File: config.mk
export PLATFORM = sky130hd
export DESIGN_NAME = rob_dispatch
export DESIGN_NICKNAME = d
export VERILOG_FILES = /design/src/rtl/rob_dispatch.sv
export SDC_FILE = /design/constraint.sdc
export NUM_CORES = 1
export LEC_CHECK = 0
export BUFFER_PORTS_ARGS = -buffer_cell sky130_fd_sc_hd__buf_2
export CORE_AREA = 4 4 289 220
export CTS_BUF_LIST = sky130_fd_sc_hd__clkbuf_16
export DETAILED_ROUTE_END_ITERATION = 7
export DIE_AREA = 0 0 293 224
export GPL_ROUTABILITY_DRIVEN = 1
export SLEW_MARGIN = 0
export SYNTH_ARGS = -nofsm -noshare
export SYNTH_HDL_FRONTEND = slang
export SYNTH_SLANG_ARGS = --single-unit
export TNS_END_PERCENT = 30
File: constraint.sdc
create_clock -name clk -period 7.45 [get_ports clk]
set_clock_uncertainty 0.15 [all_clocks]
set_input_delay 1.49 -clock clk [delete_from_list [all_inputs] [get_ports clk]]
set_output_delay 1.49 -clock clk [all_outputs]
set_load 0.1 [all_outputs]
File: src/rtl/rob_dispatch.sv
// Dispatch stage: queues renamed instructions and issues up to 4 per cycle into the ROB with credit tracking.
// Optional statistics counters are enabled with the DISPATCH_STATS_EN macro.
module rob_dispatch #(
    parameter int QDEPTH   = 8,
    parameter int ROB_SIZE = 128,
    parameter int IDX_W    = 7
) (
    input  logic              clk,
    input  logic              reset,
    input  logic [3:0]        in_valid,
    input  logic [4:0]        in_archReg0,
    input  logic [4:0]        in_archReg1,
    input  logic [4:0]        in_archReg2,
    input  logic [4:0]        in_archReg3,
    input  logic [7:0]        in_physReg0,
    input  logic [7:0]        in_physReg1,
    input  logic [7:0]        in_physReg2,
    input  logic [7:0]        in_physReg3,
    input  logic [10:0]       in_opcode0,
    input  logic [10:0]       in_opcode1,
    input  logic [10:0]       in_opcode2,
    input  logic [10:0]       in_opcode3,
    output logic              in_ready,
    input  logic [2:0]        numCommited,
    input  logic              full,
    input  logic              flushInst,
    output logic [3:0]        inserted,
    output logic [4:0]        archReg0,
    output logic [4:0]        archReg1,
    output logic [4:0]        archReg2,
    output logic [4:0]        archReg3,
    output logic [7:0]        physReg0,
    output logic [7:0]        physReg1,
    output logic [7:0]        physReg2,
    output logic [7:0]        physReg3,
    output logic [10:0]       opcode0,
    output logic [10:0]       opcode1,
    output logic [10:0]       opcode2,
    output logic [10:0]       opcode3,
    output logic [IDX_W-1:0]  robIndex0,
    output logic [IDX_W-1:0]  robIndex1,
    output logic [IDX_W-1:0]  robIndex2,
    output logic [IDX_W-1:0]  robIndex3,
    output logic [IDX_W:0]    robOccupancy
`ifdef DISPATCH_STATS_EN
    ,
    output logic [31:0]       stallCycles,
    output logic [31:0]       dispatchedTotal
`endif
);

    localparam int PW = $clog2(QDEPTH);

    typedef struct packed {
        logic [4:0]  arch;
        logic [7:0]  phys;
        logic [10:0] op;
    } entry_t;

    entry_t          mem [QDEPTH];
    entry_t          lane_in [4];
    entry_t          out_q [4];
    logic [IDX_W-1:0] idx_q [4];
    logic [PW-1:0]   rd_ptr, wr_ptr;
    logic [PW:0]     count;
    logic [IDX_W-1:0] tail;
    logic [IDX_W:0]  occ;
    logic [IDX_W:0]  credit;
    logic [IDX_W+1:0] occ_sum;
    logic [IDX_W:0]  occ_next;
    logic [3:0]      accept;
    logic [2:0]      off [4];
    logic [2:0]      n_acc;
    logic [2:0]      n;
    logic [3:0]      therm;

    assign lane_in[0] = {in_archReg0, in_physReg0, in_opcode0};
    assign lane_in[1] = {in_archReg1, in_physReg1, in_opcode1};
    assign lane_in[2] = {in_archReg2, in_physReg2, in_opcode2};
    assign lane_in[3] = {in_archReg3, in_physReg3, in_opcode3};

    assign in_ready = (count <= (PW+1)'(QDEPTH - 4));
    assign accept   = in_valid & {4{in_ready & ~flushInst}};

    // Compaction: each accepted lane lands at the tail plus the number of accepted lanes below it.
    always_comb begin
        off[0] = 3'd0;
        for (int i = 1; i < 4; i++)
            off[i] = off[i-1] + 3'(accept[i-1]);
        n_acc = off[3] + 3'(accept[3]);
    end

    assign credit = (IDX_W+1)'(ROB_SIZE) - occ;

    always_comb begin
        n = 3'd0;
        if (!flushInst && !full) begin
            n = 3'd4;
            if (count < (PW+1)'(4))
                n = 3'(count);
            if (credit < (IDX_W+1)'(n))
                n = 3'(credit);
        end
    end

    always_comb begin
        case (n)
            3'd1:    therm = 4'b0001;
            3'd2:    therm = 4'b0011;
            3'd3:    therm = 4'b0111;
            3'd4:    therm = 4'b1111;
            default: therm = 4'b0000;
        endcase
    end

    // Commit credit this cycle is applied after dispatch; over-commit clamps to empty.
    assign occ_sum  = {1'b0, occ} + (IDX_W+2)'(n);
    assign occ_next = ((IDX_W+2)'(numCommited) > occ_sum) ? '0
                    : (IDX_W+1)'(occ_sum - (IDX_W+2)'(numCommited));

    always_ff @(posedge clk) begin
        if (reset) begin
            rd_ptr   <= '0;
            wr_ptr   <= '0;
            count    <= '0;
            tail     <= '0;
            occ      <= '0;
            inserted <= '0;
            for (int i = 0; i < 4; i++) begin
                out_q[i] <= '0;
                idx_q[i] <= '0;
            end
        end else begin
            for (int i = 0; i < 4; i++)
                if (accept[i])
                    mem[wr_ptr + PW'(off[i])] <= lane_in[i];
            for (int i = 0; i < 4; i++) begin
                if (3'(i) < n) begin
                    out_q[i] <= mem[rd_ptr + PW'(i)];
                    idx_q[i] <= tail + IDX_W'(i);
                end else begin
                    out_q[i] <= '0;
                    idx_q[i] <= '0;
                end
            end
            inserted <= therm;
            tail     <= tail + IDX_W'(n);
            occ      <= occ_next;
            if (flushInst) begin
                count  <= '0;
                rd_ptr <= wr_ptr;
            end else begin
                count  <= count + (PW+1)'(n_acc) - (PW+1)'(n);
                rd_ptr <= rd_ptr + PW'(n);
                wr_ptr <= wr_ptr + PW'(n_acc);
            end
        end
    end

`ifdef DISPATCH_STATS_EN
    always_ff @(posedge clk) begin
        if (reset) begin
            stallCycles     <= '0;
            dispatchedTotal <= '0;
        end else begin
            if (count != '0 && n == 3'd0 && !flushInst)
                stallCycles <= stallCycles + 32'd1;
            dispatchedTotal <= dispatchedTotal + 32'(n);
        end
    end
`endif

    assign archReg0 = out_q[0].arch;
    assign archReg1 = out_q[1].arch;
    assign archReg2 = out_q[2].arch;
    assign archReg3 = out_q[3].arch;
    assign physReg0 = out_q[0].phys;
    assign physReg1 = out_q[1].phys;
    assign physReg2 = out_q[2].phys;
    assign physReg3 = out_q[3].phys;
    assign opcode0  = out_q[0].op;
    assign opcode1  = out_q[1].op;
    assign opcode2  = out_q[2].op;
    assign opcode3  = out_q[3].op;
    assign robIndex0 = idx_q[0];
    assign robIndex1 = idx_q[1];
    assign robIndex2 = idx_q[2];
    assign robIndex3 = idx_q[3];
    assign robOccupancy = occ;

endmodule

# --- Word level (Yosys, flattened, before mapping) ---
# Memories as Yosys holds them, arrays and structs flattened. A register that Yosys moved wholly into a read port is not among the register bits.
# Index checks and enable logic that the tools add are counted.
classes:
  addsub: 20
  order_cmp: 8
  eq_ne: 4
  n_mux: 61
  bitwise_logic: 19
  n_reduce_logical: 5
op_table:
  columns: ["operator", "n"]
  rows:
  - ["two-way mux 24 bit", 8]
  - ["two-way mux 7 bit", 8]
  - ["two-way mux 1 bit", 38]
  - ["two-way mux 3 bit", 6]
  - ["OR 1 bit", 16]
  - ["one-hot mux 4 bit (4 select lines)", 1]
  - ["adder 7 x 2 -> 7 bit (second input constant)", 2]
  - ["adder 3 bit", 3]
  - ["adder 8 x 3 -> 9 bit", 1]
  - ["> comparator 3 x 9 -> 1 bit", 1]
  - ["< comparator 8 x 3 -> 1 bit", 1]
  - ["subtractor 8 x 3 -> 8 bit", 1]
  - ["subtractor 8 bit (first input constant)", 1]
  - ["adder 7 x 1 -> 7 bit (second input constant)", 1]
  - ["adder 7 x 3 -> 7 bit", 1]
  - ["adder 3 x 1 -> 3 bit", 2]
  - ["adder 3 x 2 -> 3 bit (second input constant)", 2]
  - ["equality test 3 x 2 -> 1 bit (second input constant)", 2]
  - ["< comparator 1 x 3 -> 1 bit (first input constant)", 2]
  - ["< comparator 2 x 3 -> 1 bit (first input constant)", 2]
  - ["adder 4 x 3 -> 4 bit", 1]
  - ["bitwise AND 4 bit", 1]
  - ["less-or-equal comparator 4 x 3 -> 1 bit (second input constant)", 1]
  - ["< comparator 4 x 3 -> 1 bit (second input constant)", 1]
  - ["12 further kinds", 14]
totals:
  register_bits: 29
  ramBits: 316
  in_bits: 107
  output_inout_bits: 137
  word_cells: 126
  n_memories: 3
memory_table:
  columns: ["memory", "words", "word_bits", "read_ports", "rd_ports_with_merged_regs", "write_ports", "line", "text"]
  rows:
  - ["mem", 8, 24, 4, 1, 4, "60", "entry_t mem [QDEPTH];"]
  - ["out_q", 4, 24, 4, 0, 4, "62", "entry_t out_q [4];"]
  - ["idx_q", 4, 7, 4, 0, 4, "63", "logic [IDX_W-1:0] idx_q [4];"]

# --- Longest topological paths before layout ---
# Gate-level depths: netlist (run 1).
logic_depth:
  ltp_word: 12
  mapped_depth: 22
  ltp_nobuf: 22

# --- Worst setup path after synthesis (run 1) ---
# OpenSTA, ideal clock, no wires.
synth_timing:
  path_type: "in2reg"
  start: "input port flushInst"
  end: "memory mem[6][0] (netlist name) (enable)"
  setup_time_ns: 0.674
  t_arrival_ns: 5.157
  required_time_ns: 6.626
  path_slack_ns: 1.469
  path_stages: 13
  n_path_buf: 1
  path_cell_list: "nor3_2 > nand2_1 > fa_1 > inv_1 > ha_1 > inv_1 > fa_1 > xor2_1 > xnor2_1 > nor2b_1 > buf_1 > a32oi_1 > o311ai_0"
synth_lines:
  columns: ["element", "line", "text"]
  rows:
  - ["start, declared", "26", "input logic flushInst,"]
  - ["end, declared", "60", null]

==> results of run 1 <==
-- registers in the layout (all words and copies together) (netlist names) --
signal,count
mem,192
out_q,96
idx_q,28
robOccupancy,8
tail,7
count,4
inserted,4
rd_ptr,3
wr_ptr,3
-- cells in the final DEF (no fill, tap or decap), types with 20 or more instances in the layout --
master,n
mux4_2,170
inv_1,54
nor2_1,159
o21ai_0,53
edfxtp_1,316
mux2i_1,142
xnor2_1,22
nand2_1,401
nand3_1,20
buf_2,243
conb_1,124
dfxtp_1,26
ha_1,33
o22ai_1,138
a21oi_1,79
buf_4,54
nor2_4,37
a31oi_1,147
clkbuf_16,40
-- kinds of logic after synthesis --
kind of cell	Yosys count
AOI/OAI and AO/OA	487
xor gates and xnor gates	44
adders and majority gates	46
buffers and inverters	315
DFF	345
muxes	322
other	1
and+or+nand+nor	694
-- cell type report --
class | count | area, um2 | share of cell area (%)
clock buffers | 40 | 1000 | 3.65
clock inverters | 34 | 298 | 1.08
well taps | 800 | 1000 | 3.65
flip-flops and latches | 345 | 10100 | 36.7
diodes | 5 | 12.5 | 0.0456
repair buffers | 298 | 1640 | 5.98
inverters | 43 | 161 | 0.588
multi-input cells | 1717 | 13300 | 48.3
-- per-layer routing --
metal / up-vias / part of all wire, % / global-route usage (%)
li1: 8717 / - / -
met1: 9879 / 41 / 40.7
met2: 1553 / 39 / 36.2
met3: 211 / 17 / 13.7
met4: 10 / 2.8 / 7.74
met5: - / 0.066 / 0
-- synth_stat cells, types with 20 or more instances --
cell type	n
a31oi_1	147
ha_1	34
nand2_1	401
buf_1	47
clkbuf_1	180
a21oi_1	80
o22ai_1	138
clkbuf_2	21
nand3_1	20
xnor2_1	23
nor2_4	37
mux2i_1	142
nor2_1	159
o21ai_0	53
dfxtp_1	29
inv_1	43
mux4_2	170
edfxtp_1	316
-- where the power goes --
group	leakage, uW	total, uW	switching [uW]	internal (uW)
clock	0.000665	2010	883	1130
sequential	0.00326	2610	245	2370
combinational	0.00573	2910	1900	1000
total	0.00965	7530	3030	4490
-- through the flow --
step                      worst slack [ps]  instance area [um2]  instances
final                                 1880                27500       3282
after global routing                  1470                27400       3281
after CTS                             1920                27400       3277
after detailed placement              1400                26100       3203
after global placement                1320                26100       3203
after floorplan                       1470                24500       2377
-- worst paths after layout --
| kind | to | cells after the start | slack [ps] |
|---|---|---|---|
| max | mem[5][1] | 16 | 1880 |
| min | robOccupancy[7] | 2 | 440 |
| max reg2reg | robOccupancy[5] | 20 | 1910 |
| min reg2reg | robOccupancy[7] | 2 | 440 |
-- worst max-delay path, cell delays in order --
cell and delay [ps]:
buf_2 210, nor3_2 300, nand2_1 180, fa_1 490, inv_1 90, ha_1 150, inv_1 50, fa_1 370
xor2_1 160, xnor2_1 450, nand3_1 130, buf_4 310, nand3_1 530, buf_4 400, o22ai_1 130, a31oi_1 310
==> impl_metrics.env, run 1 <==
export IMPL_outcome="complete, but fails checks"
export IMPL_violations="capacitance limit"
export IMPL_yosysTopAreaCell="edfxtp_1"
export IMPL_drt_wl_total_um=94300
export IMPL_grt_setup_unrepaired="false"
export IMPL_synth_warnings=0
export IMPL_wl_per_cell_um=28.7
export IMPL_hp_start="robOccupancy[7]"
export IMPL_synth_area_leaders="edfxtp_1, mux4_2, nand2_1, mux2i_1, a31oi_1"
export IMPL_synth_top_family_by_area="multiplexers"
export IMPL_cts_tree="yes"
export IMPL_drc=0
export IMPL_ios=244
export IMPL_maxCapViolCount=1
export IMPL_holdBufCountCts=0
export IMPL_cts_made_buffers=40
export IMPL_htree_levels=2
export IMPL_fmax_mhz=180
export IMPL_clk_path_buf_depth=3
export IMPL_gp_congestion=0.951
export IMPL_seq_area_frac_synth_pct=41.8
export IMPL_port_buffers=243
export IMPL_hp_class="reg2reg"
export IMPL_grt_total_usage_pct=27.9
export IMPL_max_vdd_ir_drop_mv=0.199
export IMPL_cp_data_required_time_ps=7650
export IMPL_grt_pass1_wl_um=136000
export IMPL_syn_area_per_cell_um2=10.7
export IMPL_die_area_um2=65600
export IMPL_critPathMaxFanout=26
export IMPL_power_density_nw_per_um2=274
export IMPL_root_buffer="clkbuf_16"
export IMPL_ant_nets=0
export IMPL_setup_tns_final_ps=0
export IMPL_timing_final_hold_violations=0
export IMPL_async_flop_share_pct=0
export IMPL_max_slew_margin_pct=0.110
export IMPL_synth_xor_area_share_pct=1.66
export IMPL_n_fill_cell=5557
export IMPL_nets=2597
export IMPL_grt_ovfl_total=0
export IMPL_worstSetupStartpointType="primary input"
export IMPL_drt_iter0_drc=2962
export IMPL_synth_edf_count=316
export IMPL_synth_top_cell_area_share_pct=39.4
export IMPL_ys_types=84
export IMPL_clk_latency_ps=590
export IMPL_postCtsResizedCells=0
export IMPL_grt_pass1_vias=19200
export IMPL_clk_pin_slew_ps=60
export IMPL_power_uw=7530
export IMPL_regToRegStartpoint="robOccupancy[0]"
export IMPL_dp_final_hpwl_um=65600
export IMPL_drive_above_1_share_pct=26.2
export IMPL_finalSetupViolations=0
export IMPL_synth_fa_ha_area_share_pct=2.73
export IMPL_critPathLaunch="flushInst"
export IMPL_min_period_ps=5570
export IMPL_die_x_um=293
export IMPL_drv_slew=0
export IMPL_criticalPathCategory="in2reg"
export IMPL_dr_pass1_iters=7
export IMPL_period_share_pct=74.8
export IMPL_tightest_slew_ps=1490
export IMPL_synth_mux_area_share_pct=22.3
export IMPL_die_h_um=224
export IMPL_num_rows=78
export IMPL_p_leak_uw=0.00965
export IMPL_synthCells=2254
export IMPL_synthFlopType="edfxtp_1"
export IMPL_ys_ff_latch=345
export IMPL_fin_util_pct=45.4
export IMPL_arrival_ps=5770
export IMPL_cts_setup_buffers=0
export IMPL_vias=20400
export IMPL_endpoint_kind="register"
export IMPL_syn2layout_area_growth_pct=14.0
export IMPL_start_util_pct=39.9
export IMPL_antenna_found_initial=13
export IMPL_holdWs_ps=444
export IMPL_coreArea_um2=60400
export IMPL_synth_compound_area_share_pct=12.9
export IMPL_synthSimpleGateAreaFrac_pct=13.1
export IMPL_grt_max_degree=62
export IMPL_synthesis_area_um2=24100
export IMPL_clkSinkCount=345
export IMPL_drt_vias_per_instance=6.21
(Power assumes the default switching activity.)
==> run 2: changes to the inputs <==
ABC_AREA = 1   (was default)
CORE_AREA = 4 4 284 217   (was 4 4 289 220)
DIE_AREA = 0 0 288 221   (was 0 0 293 224)
clock period = 5.55 ns   (was 7.45 ns; I/O delays follow)
==> impl_metrics.env, run 2 <==
export IMPL_crit_path_frequent_cell="inv_1"
export IMPL_clk_latency_ps=580
export IMPL_setup_tns_final_ps=0
export IMPL_cts_made_buffers=40
export IMPL_synthFlopType="edfxtp_1"
export IMPL_port_buffers=243
export IMPL_finalSetupViolations=0
export IMPL_cts_tree="yes"
export IMPL_p_sw_uw=4410
export IMPL_wl_met1_um=42800
export IMPL_p_leak_uw=0.0108
export IMPL_fmax_mhz=211
export IMPL_die_x_um=288
export IMPL_dp_final_hpwl_um=70200
export IMPL_timing_final_hold_violations=0
export IMPL_cp_num_buf_inv=8
export IMPL_cpMaxStageDelayCell="a31oi_1"
export IMPL_drc=0
export IMPL_hold_depth=2
export IMPL_coreArea_um2=58600
export IMPL_clkSinkCount=345
export IMPL_vias=23400
export IMPL_critPathMaxFanout=30
export IMPL_largest_reg_flops=192
export IMPL_criticalPathCategory="in2reg"
export IMPL_drt_iter0_drc=4187
export IMPL_grt_total_usage_pct=28.8
export IMPL_nets=3289
export IMPL_die_h_um=221
export IMPL_syn_area_per_cell_um2=8.05
export IMPL_p_int_uw=5730
export IMPL_pwr_share_comb_pct=40.2
export IMPL_layoutNonFillerInstCount=3961
export IMPL_mostFrequentLayoutCells="nand2_1, o21ai_0, edfxtp_1"
export IMPL_arrival_ps=4870
export IMPL_dr_wl_met3_um=16200
export IMPL_seq_area_frac_synth_pct=43.2
export IMPL_hp_class="reg2reg"
export IMPL_antenna_found_initial=5
export IMPL_holdPathEnd="tail[6]"
export IMPL_rr_worst_depth=28
export IMPL_grt_max_degree=229
export IMPL_synth_edf_count=316
export IMPL_maxCapViolCount=0
export IMPL_cp_data_required_time_ps=5680
export IMPL_clock_power_share_pct=25.3
export IMPL_placedCellCount=3885
export IMPL_hp_start="tail[6]"
export IMPL_worstSetupStartpointType="primary input"
export IMPL_start_util_pct=39.8
export IMPL_ant_nets=0
export IMPL_critPathTopFamily="buffers and inverters"
export IMPL_grt_pass1_vias=20400
export IMPL_power_frac_seq_pct=34.5
export IMPL_synth_top_cell_area_share_pct=40.7
export IMPL_fin_util_pct=45.8
export IMPL_synthesis_area_um2=23300
export IMPL_max_slew_margin_pct=31.1
export IMPL_swShare_pct=43.5
export IMPL_drv_slew=0
export IMPL_ys_types=54
export IMPL_grt_ovfl_total=0
export IMPL_r2r_slack_ps=850
export IMPL_crit_chain="buf_2 -> inv_1 -> nand2_4 -> nor2_1 -> inv_1 -> fa_1 -> inv_1 -> ha_1 -> inv_1 -> fa_1 -> or2_2 -> nand2_1 -> inv_1 -> nand2_1 -> nor2_1 -> inv_1 -> buf_4 -> o21ai_0 -> a31oi_1"
export IMPL_cts_setup_buffers=0
export IMPL_yosysTopAreaCell="edfxtp_1"
export IMPL_die_area_um2=63600
export IMPL_gp_congestion=0.990
export IMPL_wl_met2_um=35100
export IMPL_ios=244
export IMPL_topRoutingLayerUsed="met4"
export IMPL_n_fill_cell=5799
export IMPL_drt_vias_per_instance=5.92
export IMPL_syn2layout_area_growth_pct=15.1
export IMPL_regToRegStartpoint="robOccupancy[0]"
export IMPL_async_flop_share_pct=0
export IMPL_holdBufCountCts=0
export IMPL_layout_cells_most_common="nand2_1"
export IMPL_drt_wl_total_um=95700
export IMPL_synth_common_cells="nand2_1, o21ai_0, edfxtp_1"
export IMPL_synth_warnings=0
export IMPL_outcome="finished clean"
export IMPL_synth_most_common_cell="nand2_1"
export IMPL_postCtsResizedCells=0
export IMPL_synth_area_leaders="edfxtp_1, nand2_1, o21ai_0, a21oi_1, inv_1"
export IMPL_period_share_pct=85.4
export IMPL_tightest_slew_ps=1030
export IMPL_clk_path_buf_depth=3
export IMPL_num_rows=77
export IMPL_power_density_nw_per_um2=378
export IMPL_clk_pin_slew_ps=70
export IMPL_r2r_end="robOccupancy[7]"
export IMPL_ys_ff_latch=345
export IMPL_dr_pass1_iters=7
export IMPL_wl_per_cell_um=24.2
export IMPL_max_vdd_ir_drop_mv=0.218
export IMPL_grt_setup_unrepaired="false"
export IMPL_crit_path_max_incr_delay_ps=550
export IMPL_min_period_ps=4740
export IMPL_endpoint_kind="register"
export IMPL_drive_above_1_share_pct=14.3
export IMPL_root_buffer="clkbuf_16"
export IMPL_synthCells=2897
export IMPL_grt_pass1_wl_um=139000
export IMPL_htree_levels=2
run 2: cell types whose count changed in the layout (fill, tap and decap cells not counted), sizes merged, moves of 23 or more:
| cell | delta |
|---|---|
| o21ai | +320 |
| inv | +231 |
| a31oi | -79 |
| o22ai | -48 |
| nand3 | +135 |
| o211ai | +105 |
| nand2 | +133 |
| a211oi | +23 |
| a221oi | +24 |
| mux4 | -170 |
| mux2i | -74 |
| a21oi | +128 |
run 2: logic make-up after synthesis:
family | count (synthesis) | share of synthesized area, %
flops | 345 | 43.2
fa+ha+maj | 45 | 2.77
buf+inv | 507 | 8.76
compound gates | 942 | 23.8
simple gates | 969 | 17.8
xor+xnor | 20 | 0.751
mux | 68 | 2.92
other cells | 1 | 0.0161
run 2: final cells by class:
type                       instances  area [um2]  area share [%]
multi-input combinational       2168       11700            43.6
sequential                       345       10100            37.5
timing repair buffer             305        1790            6.69
inverter                         277        1040            3.87
clock buffer                      41        1030            3.82
tap                              790         988            3.68
clock inverter                    33         201           0.751
antenna                            2        5.00          0.0186
run 2: worst register-to-register path, delay by kind of cell (launching register included):
family	cells	cell delay [ps]
fa+ha+maj	5	1490
buf+inv	6	550
flops	1	380
compound gates	3	430
xor+xnor	1	170
simple gates	13	1420
run 2: power groups by stage:
stage	combinational, uW	clock, uW	sequential [uW]
after floorplan	2390	0	4000
after global placement	3880	0	3520
after global routing	4420	2700	3510
after CTS	3980	2600	3470
after detailed placement	3970	0	3530
final	4080	2570	3490
run 2: through the flow:
| step | hold slack [ps] | power (uW) | setup slack [ps] | instance area [um2] |
|---|---|---|---|---|
| finish | 463 | 10100 | 809 | 26800 |
| global route | 514 | 10600 | 597 | 26800 |
| CTS | 460 | 10100 | 934 | 26800 |
| detailed placement | 447 | 7490 | 318 | 25600 |
| global placement | 448 | 7400 | 380 | 25600 |
| floorplan | 388 | 6380 | 15.4 | 23800 |
run 2: per-layer routing:
| metal | track usage, % | vias up |
|---|---|---|
| li1 | - | 10600 |
| met1 | 45.1 | 11000 |
| met2 | 35.9 | 1710 |
| met3 | 12.9 | 143 |
| met4 | 5.19 | 0 |
| met5 | 0 | - |
run 2: worst max path at each step:
stage               cells past startpoint  slack, ps              end       startpoint
global route                           28        600  robOccupancy[7]  robOccupancy[0]
CTS                                    18        930       mem[1][18]        flushInst
detailed placement                     18        320       mem[1][18]        flushInst
floorplan                               7         20        mem[7][0]        flushInst
finish                                 19        810        mem[4][0]        flushInst
global placement                       18        380       mem[1][18]        flushInst
